### config.mk
export PLATFORM = sky130hd
export DESIGN_NAME = burst_feeder_flat
export DESIGN_NICKNAME = d
export VERILOG_FILES = /design/src/rtl/burst_feeder_if.sv /design/src/rtl/burst_feeder.sv /design/src/flat_wrapper.sv
export SDC_FILE = /design/constraint.sdc
export NUM_CORES = 1
export LEC_CHECK = 0
export CORE_UTILIZATION = 30
export CTS_CLUSTER_SIZE = 25
export DETAILED_ROUTE_END_ITERATION = 8
export PLACE_DENSITY = 0.44
export SETUP_SLACK_MARGIN = 0.4
export SYNTH_ARGS = -nofsm -noshare
export SYNTH_HDL_FRONTEND = slang
export SYNTH_SLANG_ARGS = --single-unit
### constraint.sdc
create_clock -name clock -period 4.45 [get_ports clock]
set_input_delay 1.335 -clock clock [delete_from_list [all_inputs] [get_ports clock]]
set_output_delay 1.335 -clock clock [all_outputs]
set_load 0.01 [all_outputs]
### src/rtl/burst_feeder_if.sv
// Upstream word handshake plus the burst output toward the data buffer.
interface burst_feeder_if #(
  parameter int WIDTH = 16
);
  logic             in_valid;
  logic [WIDTH-1:0] in_data;
  logic             in_ready;
  logic             data_start;
  logic [WIDTH-1:0] data;

  modport master (
    output in_valid,
    output in_data,
    input  in_ready,
    input  data_start,
    input  data
  );

  modport slave (
    input  in_valid,
    input  in_data,
    output in_ready,
    output data_start,
    output data
  );
endinterface

### src/rtl/burst_feeder.sv
// Burst feeder: queues upstream words in a FIFO and, once a full burst is
// available, emits a one-cycle data_start pulse followed by BURST words on
// consecutive cycles. Back-to-back bursts run with no idle cycle.
module burst_feeder #(
  parameter int WIDTH = 16,
  parameter int BURST = 8,
  parameter int DEPTH = 16
) (
  input  logic                     clock,
  input  logic                     reset_n,
  burst_feeder_if.slave            bus,
  output logic                     busy,
  output logic [$clog2(DEPTH):0]   level,
  output logic [7:0]               burst_count
);

  localparam int PW = $clog2(DEPTH);
  localparam int LW = PW + 1;
  localparam int CW = $clog2(BURST) + 1;
  localparam logic [LW-1:0] BURST_LVL = LW'(BURST);
  localparam logic [LW-1:0] DEPTH_LVL = LW'(DEPTH);
  localparam logic [CW-1:0] BURST_CNT = CW'(BURST);

  typedef enum logic [1:0] {IDLE, START, STREAM} state_t;

  state_t           state, state_n;
  logic [WIDTH-1:0] mem [DEPTH];
  logic [PW-1:0]    wr_ptr, rd_ptr;
  logic [CW-1:0]    cnt, cnt_n;
  logic             start_r, start_n;
  logic [WIDTH-1:0] data_r, data_n;
  logic             busy_n;
  logic             push, pop, bc_inc;
  logic [LW-1:0]    level_pp;

  assign bus.in_ready   = (level < DEPTH_LVL);
  assign bus.data_start = start_r;
  assign bus.data       = data_r;
  assign push           = bus.in_valid && bus.in_ready;
  // Level including this cycle's push; only used on the no-pop final edge.
  assign level_pp       = level + LW'(push);

  // FIFO storage: contents are not reset, only the pointers are.
  always_ff @(posedge clock) begin
    if (push) mem[wr_ptr] <= bus.in_data;
  end

  // Next-state and burst sequencing.
  always_comb begin
    state_n = state;
    cnt_n   = cnt;
    start_n = 1'b0;
    data_n  = data_r;
    busy_n  = busy;
    pop     = 1'b0;
    bc_inc  = 1'b0;
    unique case (state)
      IDLE: begin
        data_n = '0;
        if (level >= BURST_LVL) begin
          state_n = START;
          start_n = 1'b1;
          busy_n  = 1'b1;
        end
      end
      START: begin
        data_n  = mem[rd_ptr];
        pop     = 1'b1;
        cnt_n   = CW'(1);
        state_n = STREAM;
      end
      STREAM: begin
        if (cnt < BURST_CNT) begin
          data_n = mem[rd_ptr];
          pop    = 1'b1;
          cnt_n  = cnt + CW'(1);
        end else begin
          // Last word has been held a full cycle; chain directly into the
          // next burst if enough words are already queued.
          bc_inc = 1'b1;
          data_n = '0;
          if (level_pp >= BURST_LVL) begin
            start_n = 1'b1;
            state_n = START;
          end else begin
            busy_n  = 1'b0;
            state_n = IDLE;
          end
        end
      end
      default: state_n = IDLE;
    endcase
  end

  // State, output registers, pointers, level and burst counter.
  always_ff @(posedge clock or negedge reset_n) begin
    if (!reset_n) begin
      state       <= IDLE;
      cnt         <= '0;
      start_r     <= 1'b0;
      data_r      <= '0;
      busy        <= 1'b0;
      wr_ptr      <= '0;
      rd_ptr      <= '0;
      level       <= '0;
      burst_count <= '0;
    end else begin
      state   <= state_n;
      cnt     <= cnt_n;
      start_r <= start_n;
      data_r  <= data_n;
      busy    <= busy_n;
      if (push) wr_ptr <= wr_ptr + PW'(1);
      if (pop)  rd_ptr <= rd_ptr + PW'(1);
      case ({push, pop})
        2'b10:   level <= level + LW'(1);
        2'b01:   level <= level - LW'(1);
        default: level <= level;
      endcase
      if (bc_inc) burst_count <= burst_count + 8'd1;
    end
  end

  // A pop from an empty FIFO would mean the burst logic started too early.
  no_underflow: assert property (@(posedge clock) disable iff (!reset_n)
    !(pop && level == '0));

endmodule

### src/flat_wrapper.sv
// flat-port wrapper written by rule: the top's interface ports become plain ports
module burst_feeder_flat 
#(
  parameter int WIDTH = 16,
  parameter int BURST = 8,
  parameter int DEPTH = 16
)
  (clock, reset_n, busy, level, burst_count, bus_in_valid, bus_in_data, bus_in_ready, bus_data_start, bus_data);
  burst_feeder_if #(.WIDTH(WIDTH)) bus_i ();
  input  logic clock;
  input  logic reset_n;
  output logic busy;
  output logic [$clog2(DEPTH):0] level;
  output logic [7:0] burst_count;
  input wire logic [$bits(bus_i.in_valid)-1:0] bus_in_valid;
  input wire logic [$bits(bus_i.in_data)-1:0] bus_in_data;
  output wire logic [$bits(bus_i.in_ready)-1:0] bus_in_ready;
  output wire logic [$bits(bus_i.data_start)-1:0] bus_data_start;
  output wire logic [$bits(bus_i.data)-1:0] bus_data;
  assign bus_i.in_valid = bus_in_valid;
  assign bus_i.in_data = bus_in_data;
  assign bus_in_ready = bus_i.in_ready;
  assign bus_data_start = bus_i.data_start;
  assign bus_data = bus_i.data;
  burst_feeder #(.WIDTH(WIDTH), .BURST(BURST), .DEPTH(DEPTH)) u_core (.clock(clock), .reset_n(reset_n), .bus(bus_i), .busy(busy), .level(level), .burst_count(burst_count));
endmodule
# After elaboration in Yosys (flattened, before gate mapping)
# Memory sizes are Yosys's and may differ from the RTL's.
# Cells that the tools add are included.
[totals]
reg_bits = 45
ramBits = 256
out_inout_bits = 32
elab_cells = 61
n_memories = 1
[memory_table]
columns = ["name", "depth", "width", "rd", "rd_ports_with_merged_regs", "wr", "line_no", "rtl"]
rows = [
  ["u_core.mem", 16, 16, 1, 0, 1, "burst_feeder.sv:27", "logic [WIDTH-1:0] mem [DEPTH];"],
]
[op_classes]
n_addsub = 7
order_cmp = 4
n_eq_ne = 8
n_mux = 23
reduce_logical = 9
[op_table]
columns = ["operator", "n"]
rows = [
  ["$pmux 16 s3", 1],
  ["$mux 16", 1],
  ["$add 4x1->4 const B", 3],
  ["$mux 1", 12],
  ["$ge 5x4->1 const B", 2],
  ["$pmux 5 s2", 1],
  ["$add 8x1->8 const B", 1],
  ["$pmux 4 s2", 1],
  ["$pmux 1 s2", 3],
  ["$pmux 2 s3", 1],
  ["$reduce_bool 2->1", 3],
  ["$add 5x1->5", 1],
  ["$add 5x1->5 const B", 1],
  ["$lt 5x5->1 const B", 1],
  ["$sub 5x1->5 const B", 1],
  ["$eq 2x1->1 const B", 2],
  ["$eq 2x2->1 const B", 2],
  ["$lt 4x4->1 const B", 1],
  ["$mux 2", 2],
  ["$mux 4", 1],
  ["$ne 2x1->1 const B", 2],
  ["$ne 2x2->1 const B", 2],
  ["$reduce_and 2->1", 2],
  ["$reduce_and 4->1", 1],
  ["other kinds (3)", 3],
]

# Longest topological paths before layout
[depth]
word_depth = 7
ltp_mapped = 14
depth_no_buf = 13

# Worst setup path after synthesis
# Ideal clock, no wire load.
[synth_timing]
path_kind = "input to register"
start = "input bus_in_valid"
end = "memory u_core.mem[3][0], enable pin"
setup_ns = 0.409
arrival_time_ns = 3.054
required_ns = 4.041
path_slack_ns = 0.987
cell_stages = 4
n_path_buf = 1
cell_sequence = "nor2b_1 clkbuf_1 nand2_1 nor3_1"
[synth_between]
elab_chain_cells = 3
[synth_lines]
columns = ["item", "line_no", "rtl"]
rows = [
  ["start: declaration", "flat_wrapper.sv:15", "input wire logic [$bits(bus_i.in_valid)-1:0] bus_in_valid;"],
  ["$logic_and 1x1->1", "burst_feeder.sv:39", "assign push = bus.in_valid && bus.in_ready;"],
  ["named net u_core.push", "burst_feeder.sv:33", "logic push, pop, bc_inc;"],
  ["$mux 1", "burst_feeder.sv:45", "if (push) mem[wr_ptr] <= bus.in_data;"],
  ["$mux 1 (implied by the code)", "burst_feeder.sv:45", ""],
  ["end: declaration", "burst_feeder.sv:27", ""],
]
# The timed path passes the listed nets, and every way through them passes these cells.

# Final worst setup path
[layout_timing]
start = "register u_core.state[0]"
end = "register u_core.level[4]"
[layout_between]
elab_chain_cells = 4
[layout_lines]
columns = ["item", "line_no", "rtl"]
rows = [
  ["start: declaration", "burst_feeder.sv:26", "state_t state, state_n;"],
  ["start signal: assignment", "burst_feeder.sv:108", "state <= state_n;"],
  ["$eq 2x2->1 or $eq 2x1->1 (tied branches)", "burst_feeder.sv:57", "unique case (state)"],
  ["$pmux 1 s2 (*)", "burst_feeder.sv:57", ""],
  ["named net u_core.pop", "burst_feeder.sv:33", ""],
  ["$eq 2x1->1 or $eq 2x2->1 (tied branches)", "burst_feeder.sv:115", "case ({push, pop})"],
  ["$pmux 5 s2 or $reduce_bool 2->1 (tied branches)", "n/a", ""],
  ["end signal: assignment", "burst_feeder.sv:116", "2'b10: level <= level + LW'(1);"],
  ["end signal: assignment", "burst_feeder.sv:117", "2'b01: level <= level - LW'(1);"],
  ["end signal: assignment", "burst_feeder.sv:118", "default: level <= level;"],
  ["end: declaration", "burst_feeder.sv:13", "output logic [$clog2(DEPTH):0] level,"],
]
# The timed path passes the listed nets; every way through them passes the cells marked *.
# A chain may end at the register's enable or synchronous reset.

==> impl_metrics.json <==
{
  "crit_path_top_delay_cell": "dfrtp_1",
  "die_area_sq_um": 40800,
  "dr.first_iter.drc_count": 376,
  "cts_sinks": 301,
  "finalCriticalPeriod_ps": 3463,
  "tightestPinTransition_ps": 993.0,
  "start_util_pct": 30.76,
  "antenna_found_initial": 0,
  "first_pass_iters": 4,
  "gp_congestion": 0.7447,
  "grt_max_degree": 35,
  "arrival_ps": 3850,
  "die_h_microns": 202,
  "finalCritPeriodShare_pct": 77.82,
  "synth_area_leaders": "edfxtp_1, mux4_2, dfrtp_1",
  "crit_chain": "inv_1, ha_1, nor2b_1, o21ai_1, inv_1, ha_1, ha_1, nor2b_1, o21ai_0, a21oi_1, or3b_2, xnor2_1",
  "fin_nets": 746,
  "drt_wl_total_mm": 27.50,
  "powerDensity_nw_per_um2": 618.0,
  "vias": 5993,
  "fin_area_sq_um": 14340,
  "ys_async_sr_fraction_pct": 14.95,
  "seq_area_frac_synth_pct": 73.44,
  "wire_per_inst_microns": 21.98,
  "hold_viol": 0,
  "critPathMostFrequentCell": "ha_1",
  "r2r_start": "u_core.state[0]",
  "grt_pass1_vias": 6509,
  "p_leak_uw": 0.004808,
  "port-buffer-count": 50,
  "synth_top_area_share_pct": 64.06,
  "ys_top_cells_by_count": "edfxtp_1, mux4_2, dfrtp_1",
  "syn_inst": 626,
  "die_w_microns": 202,
  "slowest_delay_ps": 450,
  "critPathRequiredTime_ps": 4840,
  "cts_setup_buffers": 0,
  "hp-start": "u_core.burst_count[7]",
  "crit_start": "u_core.state[0]",
  "place_area_sq_um": 13250,
  "num_io_pins": 51,
  "max_slew_margin_pct": 33.80,
  "path_class": "register to register",
  "cp-end-kind": "register",
  "yosysMostFrequentCell": "edfxtp_1",
  "drc_errors": 0,
  "grt_use_met2_pct": 22.84,
  "grt_setup_unrepaired": "false",
  "cts.repair.resized": 0,
  "path_max_fanout": 10,
  "overflow": 0,
  "ys.flop_type": "edfxtp_1",
  "drive_gt1_share_pct": 23.33,
  "area_delta_synth_final_pct": 19.49,
  "ir_drop_uv": 234.3,
  "core_area_sq_um": 39010,
  "start_kind": "register",
  "synth-edff-count": 256,
  "grt_pass1_wl_mm": 42.14,
  "clk_pin_slew_ps": 60,
  "whs_path_depth": 1,
  "insertion_delay_ps": 510,
  "num_rows": 72,
  "drtAntennaViolNets": 0,
  "holdBufCountCts": 0,
  "fin_hold_ws_ps": 475.1,
  "synth_nets": 665,
  "syn_avg_cell_area_sq_um": 19.17,
  "synth_cell_types": 41,
  "dp_hpwl_mm": 17.38,
  "cts_buffers": 34,
  "n_antenna_cell": 0,
  "reg2reg_depth": 12,
  "ctsHtreeMaxLevel": 2,
  "cts_tree": "built",
  "slew_viol_final": 0,
  "yosysWarnings": 0,
  "routed_via_density": 4.791,
  "hold_path.class": "register to register",
  "syn_area_sq_um": 12000,
  "grt_busiest_layer": "met2",
  "fmax_mhz": 288.8,
  "ys_ff_latch": 301,
  "fin_skew_ps": 8.032,
  "cts_root_buffer": "clkbuf_16",
  "grtUsageTotal_pct": 13.94,
  "finalSetupViolCount": 0,
  "tns_ps": 0,
  "status": "finished clean",
  "yosys.area.top_type": "edfxtp_1",
  "use_met1_pct": 19.40,
  "maxCapViolations": 0,
  "cts_buffer_depth": 3,
  "gr-usage-met3_pct": 2.370
}
## worst max-delay path, delay by kind of cell (launching register included)
family / cells / cell delay [ps]
flops: 1 / 450
buf+inv: 2 / 310
simple gates: 3 / 790
xor+xnor: 1 / 130
compound gates: 3 / 690
fa+ha+maj: 3 / 960
## state kept, by name, indices dropped and copies added, names as in the netlist
signal,cells
u_core.state,2
u_core.bus.data,16
u_core.rd_ptr,4
u_core.bus.data_start,1
u_core.busy,1
u_core.wr_ptr,4
u_core.mem,256
u_core.cnt,4
u_core.level,5
u_core.burst_count,8
## power by group
part           internal, uW  leakage [uW]  switching (uW)
Sequential             3350       0.00289             406
Clock                  1580      0.000532            1120
Combinational          1180       0.00139            1220
## per-layer routing
layer  vias up  routed length (microns)
met5         -                        0
met4         0                      419
met3        37                     1267
met2       127                    13320
met1      3169                    12490
li1       2660                        -
## cell type report
cell class                 instances  area, sq um
clock inverter                    22        187.7
inverter                          17        63.81
sequential                       301         8820
clock buffer                      40        903.4
timing repair buffer              80        745.7
tap                              518        648.1
multi-input combinational        273         2970
fill                            3605        24670
## logic make-up after synthesis
kind of cell / Yosys count / synth area share (%)
flip-flops: 301 / 73.44
multiplexers: 82 / 13.52
AND/OR/NAND/NOR: 80 / 3.295
AO/OA/AOI/OAI: 73 / 4.056
buffers and inverters: 52 / 2.221
adder cells (fa/ha/maj): 20 / 2.148
XOR/XNOR: 18 / 1.314
## cells in the final DEF (no fill, tap or decap), drive strengths merged, types with 2 or more instances in the layout
cell	Yosys	layout
edfxtp	256	256
mux4	64	64
clkdlybuf4s50	0	49
dfrtp	45	45
clkbuf	13	40
buf	22	31
a21oi	24	24
nor2b	19	19
nand2	19	19
ha	19	19
inv	17	19
nor2	19	19
mux2i	17	17
a22o	15	15
a211oi	15	15
clkinv	0	15
xnor2	14	14
o21ai	10	10
nand3	6	6
nor3	5	5
nand2b	4	4
xor2	4	4
nand4	3	3
clkinvlp	0	3
a21o	2	2
o22ai	2	2
nor4	2	2
bufinv	0	2
## through the flow
| step | utilization [%] | power, uW | cells | setup WS, ps |
|---|---|---|---|---|
| floorplan | - | 5387 | 626 | 987.1 |
| global placement | 33.96 | 6227 | 1189 | 677.2 |
| detailed placement | 33.96 | 6281 | 1189 | 713.1 |
| CTS | 36.76 | 9021 | 1251 | 986.6 |
| global route | 36.76 | 9341 | 1251 | 793.8 |
| finish | 36.76 | 8862 | 1251 | 987.0 |
## worst paths after layout
path,slack (ps),end
max,990,u_core.level[4]
min,480,u_core.burst_count[7]
max reg2reg,990,u_core.level[4]
min reg2reg,480,u_core.burst_count[7]
max in group asynchronous,2880,u_core.rd_ptr[2]
min in group asynchronous,810,u_core.level[3]
No activity file was read; power rests on OpenSTA's default activity.
